## config.mk

```make
export PLATFORM = sky130hd
export DESIGN_NAME = lcd_text_ctrl
export DESIGN_NICKNAME = d
export VERILOG_FILES = /design/src/rtl/lcd_text_ctrl.sv
export SDC_FILE = /design/constraint.sdc
export NUM_CORES = 1
export LEC_CHECK = 0
export BUFFER_PORTS_ARGS = -buffer_cell sky130_fd_sc_hd__buf_4
export CORE_ASPECT_RATIO = 0.6
export CORE_MARGIN = 5
export CORE_UTILIZATION = 45
export DETAILED_ROUTE_END_ITERATION = 6
export PLACE_DENSITY = 0.58
export SYNTH_ARGS = -nofsm -noshare
export SYNTH_HDL_FRONTEND = slang
export SYNTH_SLANG_ARGS = --single-unit
export TNS_END_PERCENT = 100
```

## constraint.sdc

```tcl
create_clock -name clk -period 4.65 [get_ports clk]
set_clock_uncertainty 0.1 [all_clocks]
set_input_delay 0.93 -clock clk [delete_from_list [all_inputs] [get_ports clk]]
set_output_delay 0.93 -clock clk [all_outputs]
set_load 0.1 [all_outputs]
```

## src/rtl/lcd_text_ctrl.sv

```systemverilog
// Character LCD controller: waits for power-up, sends the 8-bit init sequence,
// then redraws the whole screen from an internal character buffer on request.
module lcd_text_ctrl #(
    parameter int unsigned CLK_HZ      = 50_000_000,
    parameter int unsigned COLS        = 16,
    parameter int unsigned ROWS        = 2,
    parameter int unsigned E_PULSE_CYC = 12,
    parameter int unsigned CMD_WAIT_US = 50,
    parameter int unsigned CLR_WAIT_US = 2000,
    parameter int unsigned PWR_WAIT_US = 20000,
    localparam int unsigned AW         = $clog2(ROWS * COLS)
) (
    input  logic          clk,
    input  logic          reset_n,
    input  logic          power_en,
    input  logic          buf_we,
    input  logic [AW-1:0] buf_addr,
    input  logic [7:0]    buf_data,
    input  logic          refresh_req,
    output logic          ready,
    output logic          busy,
    output logic          RS,
    output logic          RW,
    output logic          E,
    output logic [7:0]    Data_Bus
);

    localparam int unsigned DEPTH = ROWS * COLS;

    localparam longint unsigned PWR_RAW = (64'(PWR_WAIT_US) * 64'(CLK_HZ)) / 64'd1_000_000;
    localparam longint unsigned CMD_RAW = (64'(CMD_WAIT_US) * 64'(CLK_HZ)) / 64'd1_000_000;
    localparam longint unsigned CLR_RAW = (64'(CLR_WAIT_US) * 64'(CLK_HZ)) / 64'd1_000_000;

    // A computed wait of zero cycles still costs one cycle.
    localparam longint unsigned PWR_CYC = (PWR_RAW == 64'd0) ? 64'd1 : PWR_RAW;
    localparam longint unsigned CMD_CYC = (CMD_RAW == 64'd0) ? 64'd1 : CMD_RAW;
    localparam longint unsigned CLR_CYC = (CLR_RAW == 64'd0) ? 64'd1 : CLR_RAW;
    localparam longint unsigned E_CYC   = (E_PULSE_CYC == 0) ? 64'd1 : 64'(E_PULSE_CYC);

    localparam longint unsigned MAX_A   = (PWR_CYC > CLR_CYC) ? PWR_CYC : CLR_CYC;
    localparam longint unsigned MAX_B   = (CMD_CYC > E_CYC) ? CMD_CYC : E_CYC;
    localparam longint unsigned MAX_CYC = (MAX_A > MAX_B) ? MAX_A : MAX_B;

    localparam int unsigned CW  = $clog2(MAX_CYC + 64'd1);
    localparam int unsigned CCW = $clog2(COLS);
    localparam int unsigned RCW = (ROWS > 1) ? $clog2(ROWS) : 1;

    localparam logic [CW-1:0]  PWR_LAST = CW'(PWR_CYC - 64'd1);
    localparam logic [CW-1:0]  CMD_LAST = CW'(CMD_CYC - 64'd1);
    localparam logic [CW-1:0]  CLR_LAST = CW'(CLR_CYC - 64'd1);
    localparam logic [CW-1:0]  E_LAST   = CW'(E_CYC - 64'd1);
    localparam logic [CCW-1:0] COL_LAST = CCW'(COLS - 1);
    localparam logic [RCW-1:0] ROW_LAST = RCW'(ROWS - 1);

    typedef enum logic [2:0] {
        S_OFF,
        S_PWR_WAIT,
        S_INIT,
        S_IDLE,
        S_ROW_ADDR,
        S_CHAR,
        S_STROBE,
        S_WAIT
    } state_t;

    function automatic logic [7:0] init_cmd(input logic [1:0] idx);
        case (idx)
            2'd0:    return (ROWS == 1) ? 8'h30 : 8'h38;
            2'd1:    return 8'h0C;
            2'd2:    return 8'h01;
            default: return 8'h06;
        endcase
    endfunction

    function automatic logic [7:0] row_base(input logic [1:0] row);
        case (row)
            2'd0:    return 8'h00;
            2'd1:    return 8'h40;
            2'd2:    return 8'(COLS);
            default: return 8'(32'h40 + COLS);
        endcase
    endfunction

    function automatic logic [AW-1:0] buf_idx(input logic [RCW-1:0] row, input logic [CCW-1:0] col);
        return AW'(32'(row) * COLS + 32'(col));
    endfunction

    state_t          r_state, w_state_n;
    state_t          r_src,   w_src_n;
    logic [CW-1:0]   r_cnt,   w_cnt_n;
    logic [1:0]      r_idx,   w_idx_n;
    logic [RCW-1:0]  r_row,   w_row_n;
    logic [CCW-1:0]  r_col,   w_col_n;
    logic            r_long,  w_long_n;
    logic            r_pend,  w_pend_n;
    logic            r_rs,    w_rs_n;
    logic [7:0]      r_data,  w_data_n;
    logic            r_e;
    logic            r_ready;
    logic            r_busy;
    logic [7:0]      r_buf [DEPTH];

    // Character buffer: writable in every state, out-of-range writes dropped.
    always_ff @(posedge clk or negedge reset_n) begin
        if (!reset_n) begin
            for (int i = 0; i < int'(DEPTH); i++) begin
                r_buf[i] <= 8'h20;
            end
        end else if (buf_we && (32'(buf_addr) < DEPTH)) begin
            r_buf[buf_addr] <= buf_data;
        end
    end

    // Next state; the bus byte for a transfer is latched as its setup state is entered.
    always_comb begin
        w_state_n = r_state;
        w_src_n   = r_src;
        w_cnt_n   = r_cnt;
        w_idx_n   = r_idx;
        w_row_n   = r_row;
        w_col_n   = r_col;
        w_long_n  = r_long;
        w_rs_n    = r_rs;
        w_data_n  = r_data;
        w_pend_n  = r_pend || (refresh_req && (r_state != S_OFF) && (r_state != S_IDLE));

        case (r_state)
            S_OFF: begin
                if (power_en) begin
                    w_state_n = S_PWR_WAIT;
                    w_cnt_n   = '0;
                end
            end
            S_PWR_WAIT: begin
                if (r_cnt == PWR_LAST) begin
                    w_state_n = S_INIT;
                    w_idx_n   = '0;
                    w_cnt_n   = '0;
                end else begin
                    w_cnt_n = r_cnt + CW'(1);
                end
            end
            S_INIT, S_ROW_ADDR, S_CHAR: begin
                w_state_n = S_STROBE;
                w_src_n   = r_state;
                w_cnt_n   = '0;
            end
            S_STROBE: begin
                if (r_cnt == E_LAST) begin
                    w_state_n = S_WAIT;
                    w_cnt_n   = '0;
                end else begin
                    w_cnt_n = r_cnt + CW'(1);
                end
            end
            S_WAIT: begin
                if (r_cnt == (r_long ? CLR_LAST : CMD_LAST)) begin
                    w_cnt_n = '0;
                    case (r_src)
                        S_INIT: begin
                            if (r_idx == 2'd3) begin
                                w_state_n = S_IDLE;
                            end else begin
                                w_idx_n   = r_idx + 2'd1;
                                w_state_n = S_INIT;
                            end
                        end
                        S_ROW_ADDR: begin
                            w_col_n   = '0;
                            w_state_n = S_CHAR;
                        end
                        default: begin
                            if (r_col != COL_LAST) begin
                                w_col_n   = r_col + CCW'(1);
                                w_state_n = S_CHAR;
                            end else if (r_row != ROW_LAST) begin
                                w_row_n   = r_row + RCW'(1);
                                w_state_n = S_ROW_ADDR;
                            end else begin
                                w_state_n = S_IDLE;
                            end
                        end
                    endcase
                end else begin
                    w_cnt_n = r_cnt + CW'(1);
                end
            end
            S_IDLE: begin
                if (refresh_req || r_pend) begin
                    w_state_n = S_ROW_ADDR;
                    w_row_n   = '0;
                    w_pend_n  = 1'b0;
                end
            end
        endcase

        if (!power_en) begin
            w_state_n = S_OFF;
            w_pend_n  = 1'b0;
            w_cnt_n   = '0;
        end

        case (w_state_n)
            S_OFF: begin
                w_rs_n   = 1'b0;
                w_data_n = 8'h00;
                w_long_n = 1'b0;
            end
            S_INIT: begin
                w_rs_n   = 1'b0;
                w_data_n = init_cmd(w_idx_n);
                w_long_n = (w_idx_n == 2'd2);
            end
            S_ROW_ADDR: begin
                w_rs_n   = 1'b0;
                w_data_n = 8'h80 | row_base(2'(w_row_n));
                w_long_n = 1'b0;
            end
            S_CHAR: begin
                w_rs_n   = 1'b1;
                w_data_n = r_buf[buf_idx(w_row_n, w_col_n)];
                w_long_n = 1'b0;
            end
            default: ;
        endcase
    end

    // State register and registered LCD / status outputs.
    always_ff @(posedge clk or negedge reset_n) begin
        if (!reset_n) begin
            r_state <= S_OFF;
            r_src   <= S_INIT;
            r_cnt   <= '0;
            r_idx   <= '0;
            r_row   <= '0;
            r_col   <= '0;
            r_long  <= 1'b0;
            r_pend  <= 1'b0;
            r_rs    <= 1'b0;
            r_data  <= 8'h00;
            r_e     <= 1'b0;
            r_ready <= 1'b0;
            r_busy  <= 1'b0;
        end else begin
            r_state <= w_state_n;
            r_src   <= w_src_n;
            r_cnt   <= w_cnt_n;
            r_idx   <= w_idx_n;
            r_row   <= w_row_n;
            r_col   <= w_col_n;
            r_long  <= w_long_n;
            r_pend  <= w_pend_n;
            r_rs    <= w_rs_n;
            r_data  <= w_data_n;
            r_e     <= (w_state_n == S_STROBE);
            r_ready <= (w_state_n == S_IDLE);
            r_busy  <= (w_state_n != S_OFF) && (w_state_n != S_IDLE);
        end
    end

    assign RS       = r_rs;
    assign RW       = 1'b0;
    assign E        = r_e;
    assign Data_Bus = r_data;
    assign ready    = r_ready;
    assign busy     = r_busy;

endmodule

```

== Word level (Yosys, flattened, before mapping) ==
Index checks and enable logic that the tools add are counted.

* Register bits after elaboration: 303
* Bits of input ports: 18
* Output and inout bits: 13
* Word-level logic and storage cells: 144

* Add/subtract/negate cells: 5
* Magnitude comparators: 3
* Equality and inequality tests: 24
* Mux-type cells: 45
* Bitwise gates (word level): 3
* Reduce and logical (&&, ||, !) cells: 19

{| class="wikitable"
|+ Operator list
! operator !! count
|-
| bitwise mux 256 bit || 1
|-
| 2-to-1 mux 20 bit || 4
|-
| case mux 20 bit (4 select lines) || 1
|-
| binary-select mux 8 bit (select 5 bit) || 1
|-
| demux 8 bit (select 5 bit) || 1
|-
| case mux 8 bit (4 select lines) || 1
|-
| == test 3 bit (second input constant) || 8
|-
| 2-to-1 mux 8 bit || 3
|-
| 2-to-1 mux 3 bit || 7
|-
| adder 20 x 1 -> 20 bit (second input constant) || 1
|-
| == test 20 x 17 -> 1 bit || 1
|-
| == test 20 bit (second input constant) || 1
|-
| == test 20 x 4 -> 1 bit (second input constant) || 1
|-
| case mux 3 bit (6 select lines) || 1
|-
| case mux 6 bit (3 select lines) || 1
|-
| 2-to-1 mux 17 bit || 1
|-
| == test 3 x 2 -> 1 bit (second input constant) || 5
|-
| case mux 7 bit (2 select lines) || 1
|-
| greater-or-equal comparator 6 bit (second input constant) || 2
|-
| 2-to-1 mux 4 bit || 3
|-
| NOT 5 -> 6 bit || 2
|-
| 2-to-1 mux 1 bit || 9
|-
| OR reduction 3 bit || 3
|-
| 2-to-1 mux 2 bit || 4
|-
| 25 further kinds || 36
|}

== Logic depth before layout (Yosys ltp) ==
* Depth after elaboration: 12
* Depth in mapped cells: 15
* Depth with buffers taken out: 11

== Worst setup path before layout ==
OpenSTA, ideal clock, no wires.

* Path type: reg2reg
* Start: register r_cnt[6]
* End: register r_data[0] (netlist: Data_Bus[0])
* Library setup time: 0.126 ns
* Data arrival time: 3.032 ns
* Required time: 4.424 ns
* Setup slack: 1.392 ns
* Cell stages (with the launch flop): 15
* Path buffers: 4
* Clock period less this slack: 3.258 ns
* Path through: dfrtp_1 buf_2 or3_1 or3_1 buf_2 a221o_1 buf_4 a2bb2oi_4 inv_4 nor2_4 buf_2 nand3_1 nand4_1 nand4_1 a221o_1

* Word-level cells in the longest chain between the ends: 9
* Elaborated cells on any way between the ends: 30
* Classes of those cells: add/sub: 1; eq/ne: 8; mux: 17; bitwise: 1; reduce/logical: 3

{| class="wikitable"
|+ RTL lines
! element !! line !! RTL
|-
| start, declared || 90 || <nowiki>logic [CW-1:0] r_cnt, w_cnt_n;</nowiki>
|-
| start signal, assigned || 247 || <nowiki>r_cnt <= w_cnt_n;</nowiki>
|-
| == test 20 x 17 -> 1 bit || 157 || <nowiki>if (r_cnt == (r_long ? CLR_LAST : CMD_LAST)) begin</nowiki>
|-
| 2-to-1 mux 1 bit / 2-to-1 mux 4 bit (equally long branches) || 157 ||
|-
| case mux 1 bit (2 select lines) / 2-to-1 mux 4 bit (equally long branches) || 127 || <nowiki>case (r_state)</nowiki>
|-
| adder 5 x 4 -> 5 bit || 85 || <nowiki>return AW'(32'(row) * COLS + 32'(col));</nowiki>
|-
| NOT 5 -> 6 bit (not written as such) || 221 || <nowiki>w_data_n = r_buf[buf_idx(w_row_n, w_col_n)];</nowiki>
|-
| binary-select mux 8 bit (select 5 bit) || 221 ||
|-
| 2-to-1 mux 8 bit (not written as such) (2 in a row) || 221 ||
|-
| case mux 8 bit (4 select lines) || 203 || <nowiki>case (w_state_n)</nowiki>
|-
| end signal, assigned || 254 || <nowiki>r_data <= w_data_n;</nowiki>
|-
| end, declared || 97 || <nowiki>logic [7:0] r_data, w_data_n;</nowiki>
|}

Several ways; a longest one is shown, not always the timed one. The select of a mux whose other input is x is not followed.
A chain may end at the register's enable or synchronous reset.

== Worst setup path in the final report ==
* Start: register r_cnt[0]
* End: register r_data[4] (netlist: Data_Bus[4])

The elaborated chain is that of the path after synthesis.

==> impl_summary.md <==
Status
The flow ran to the end, and the final reports show no timing, DRC or antenna violations.

Cells and area
Once layout is complete, the utilization of the core stands at 0.511. The growth of design area from synthesis to finish is 11.6%. Of the cells placed in the final design, the portion with a size suffix greater than 1 is 0.311. The post-layout instance count excluding filler cells is 1,789.

The final non-filler cell area is 16,600 um2. The number of antenna diodes is 0. The filler cells instantiated in the layout total 2,935. For this run, the post-layout net count is 1,361.

Clock network
After clock tree synthesis, the clock-pin slew on the worst setup and hold paths is 0.07 ns. The clock drives 303 sinks. CTS built an H-tree with a depth of 1. The TritonCTS buffer count is 30. The longest clock path from root to sink contains 3 buffers. The latest clock arrival within the worst-skew pair is 0.58 ns. The root buffer cell chosen for the clock tree is sky130_fd_sc_hd__clkbuf_16. TritonCTS built the clock tree.

Floorplanning
The region available for standard cell placement spans 32,500 um2. The die width is 245 um. Row generation in the floorplan step produced 51 rows. For this configuration, the core starts out at a cell density of 0.457. The die boundary height is 151 um. The number of placed I/O pins is 31. The die covers 36,900 um2.

Yosys
The prevailing post-synth register cell is sky130_fd_sc_hd__dfrtp_1. The synthesized netlist occupies a cell area of 14,900 um2. The share of synthesized area in the top cell type comes to 0.455.

The number of flops mapped to enable cells by yosys is 0. The average instance area after synthesis is 11.2 um2. The sequential share of the synthesized area is 0.513.

The cell count after synthesis is 1,332. During synthesis, Yosys emitted a total of 0 warnings. The biggest area contributor in the post-synthesis netlist is sky130_fd_sc_hd__dfrtp_1. The count of state elements after synthesis is 303. By count the netlist is led by sky130_fd_sc_hd__dfrtp_1, sky130_fd_sc_hd__mux2_2, sky130_fd_sc_hd__nand2_1, sky130_fd_sc_hd__nand3_1, sky130_fd_sc_hd__clkbuf_1. Synthesis produced a netlist with a net count of 1,352.

The most numerous cell in the Yosys netlist is sky130_fd_sc_hd__dfrtp_1. By area the synthesized netlist is led by sky130_fd_sc_hd__dfrtp_1, sky130_fd_sc_hd__mux2_2, sky130_fd_sc_hd__dfstp_2. Yosys mapped the design onto 78 distinct sky130hd cell types.

The share of flip-flops with an asynchronous set or reset after synthesis is 1.00.

Timing
The shortest period the worst path allows is 4.32 ns. Setup violations remaining at the end of the flow were counted as 0. Setup repair after global routing left no endpoint under its margin.

The final max-slew violation count is 0. In this run the tightest slew margin relative to its limit is 0.198. The number of hold violations in the final report is 0. The worst-margin pin slew is 1.20 ns. In the finished design, the share of the clock period the worst path needs comes to 0.928.

Across all hold checks on the routed design, the worst slack comes to 0.285 ns. The total negative setup slack is 0 ns. The highest attainable clock frequency is 0.232 GHz.

The setup slack after layout is 0.333 ns.

Drt
In this run the remaining antenna-violating nets after routing total 0. The detailed router finished its first iteration with 1,093 violations. In the routed layout, each cell is associated on average with a via count of 6.18. Summed over all layers, the routed wires come to 44,300 um. The final routed wire length divided by cell count is 24.8 um. For this run, design rule violations remaining after detail routing come to 0.

The via count of the routed design is 11,050. The detailed-router iteration count before antenna repair is 5.

Place
The worst slack at placement is 0.173 ns. Including well taps, the total number of placed cells is 1,731. The area of placed instances is 15,500 um2. The final weighted congestion in routability-driven placement is 0.886.

Detailed placement ended at an HPWL of 29,900 um. Port buffering added 29 buffers.

Worst setup path
The startpoint type of the worst setup path is a register. The worst setup path is of the reg -> reg kind. The required time at the endpoint of the critical path is 4.99 ns. The nature of the critical path endpoint is a register. The data arrival time at the worst-slack endpoint is 4.65 ns.

The maximum net fanout on the critical path is 40.

Global route
In this run the most used layer during global routing was met1. The met1 usage is 0.403. The pin count of the biggest net entering global routing is 99. The number of global-route vias before repair came to 10,497. For this run, the total global-route usage over all layers was measured as 0.240. For this run, global-route usage on met2 was measured as 0.321.

In the global route stage, met3 resource usage came out at 0.0481. The number of antenna violations at the first check in global routing is 0. The total overflow left after global routing is 0.

The first-pass GRT wire length is 67,900 um.

Job
Max-cap violations in this run came to 0.

Worst hold path
The type of the tightest min-delay check is in -> async.

Power and ir drop
Summed over all cells, the static leakage comes to 7.15 nW. Dividing total power by cell area gives a power density of 416 nW/um2. The worst supply voltage drop on vdd is 320 uV. The overall power of the completed layout is 6.90 mW.
==> worst max-delay path: stages, from the launching register on <==
cell and delay, ns:
sky130_fd_sc_hd__dfrtp_1 0.40, sky130_fd_sc_hd__ha_1 0.32, sky130_fd_sc_hd__nor4b_1 0.45, sky130_fd_sc_hd__nand4_1 0.16, sky130_fd_sc_hd__buf_4 0.18, sky130_fd_sc_hd__a2111oi_4 0.42, sky130_fd_sc_hd__a21oi_4 0.09, sky130_fd_sc_hd__inv_6 0.32
sky130_fd_sc_hd__buf_4 0.39, sky130_fd_sc_hd__mux2i_1 0.36, sky130_fd_sc_hd__mux2i_1 0.15, sky130_fd_sc_hd__mux2i_1 0.16, sky130_fd_sc_hd__a2bb2oi_1 0.47, sky130_fd_sc_hd__nand4_1 0.14
==> logic make-up after synthesis <==
logic type / count (synthesis) / share of synthesized area
and+or+nand+nor: 429 / 0.134
DFF: 303 / 0.513
muxes: 298 / 0.223
AOI/OAI and AO/OA: 189 / 0.0937
buffers and inverters: 106 / 0.0323
xor gates and xnor gates: 4 / 0.00236
adders and majority gates: 2 / 0.00168
other: 1 / 0.000252
==> layer usage <==
layer / vias up / routed length (um)
met3: 52 / 3590
met2: 430 / 17200
met5: - / 0
met4: 0 / 614
li1: 4840 / -
met1: 5728 / 22800
==> final timing paths <==
kind	startpoint	end	slack [ns]	depth (start not counted)
setup / recovery	r_cnt[0]	Data_Bus[4]	0.33	13
hold / removal	reset_n	r_buf[222]	0.28	1
setup reg to reg	r_cnt[0]	Data_Bus[4]	0.33	13
hold reg to reg	r_buf[172]	r_buf[172]	0.40	1
max in group asynchronous	reset_n	r_buf[29]	3.16	2
min in group clk	r_buf[172]	r_buf[172]	0.40	1
==> final cells by class <==
class	instances	area, um2	area share
Clock buffer	46	912	0.0550
Clock inverter	10	135	0.00815
Inverter	16	67.6	0.00407
Multi-Input combinational cell	923	6770	0.408
Sequential cell	303	7620	0.460
Tap cell	424	531	0.0320
Timing Repair Buffer	67	548	0.0330
==> sequential cells by signal, indices dropped and copies added (netlist names) <==
register  cells
r_pend        1
r_col         4
r_idx         2
busy          1
ready         1
RS            1
r_row         1
r_long        1
Data_Bus      8
E             1
r_state       3
r_src         3
r_cnt        20
r_buf       256
==> cells in the final DEF (no fill, tap or decap), drive strengths merged, types with 6 or more instances in the layout <==
cell / n
o41ai: 6
nand2: 221
nand2b: 7
o21ai: 42
mux2: 260
o31ai: 8
a22oi: 8
a211oi: 7
dfstp: 33
a32oi: 21
and3: 12
nand4: 21
o2111ai: 6
nand3b: 6
nor2: 46
nor3b: 8
mux2i: 38
buf: 67
inv: 15
a31oi: 18
a21oi: 19
dfrtp: 270
nand3: 65
nor3: 11
clkbuf: 46
==> what timing repair did <==
| action | 4_1_cts | 5_1_grt |
|---|---|---|
| gates resized for setup | 0 | 1 |
| hold endpoints to repair | 0 | 0 |
| buffers inserted | 0 | 2 |
| setup endpoints to repair | 0 | 2 |
| hold buffers | 0 | 0 |
==> power breakdown <==
part           switching (mW)  internal (mW)  total (mW)
Sequential              0.261           3.12        3.38
Combinational           0.439          0.476       0.914
Clock                    1.08           1.51        2.60
Power figures use the tool's default switching activity.
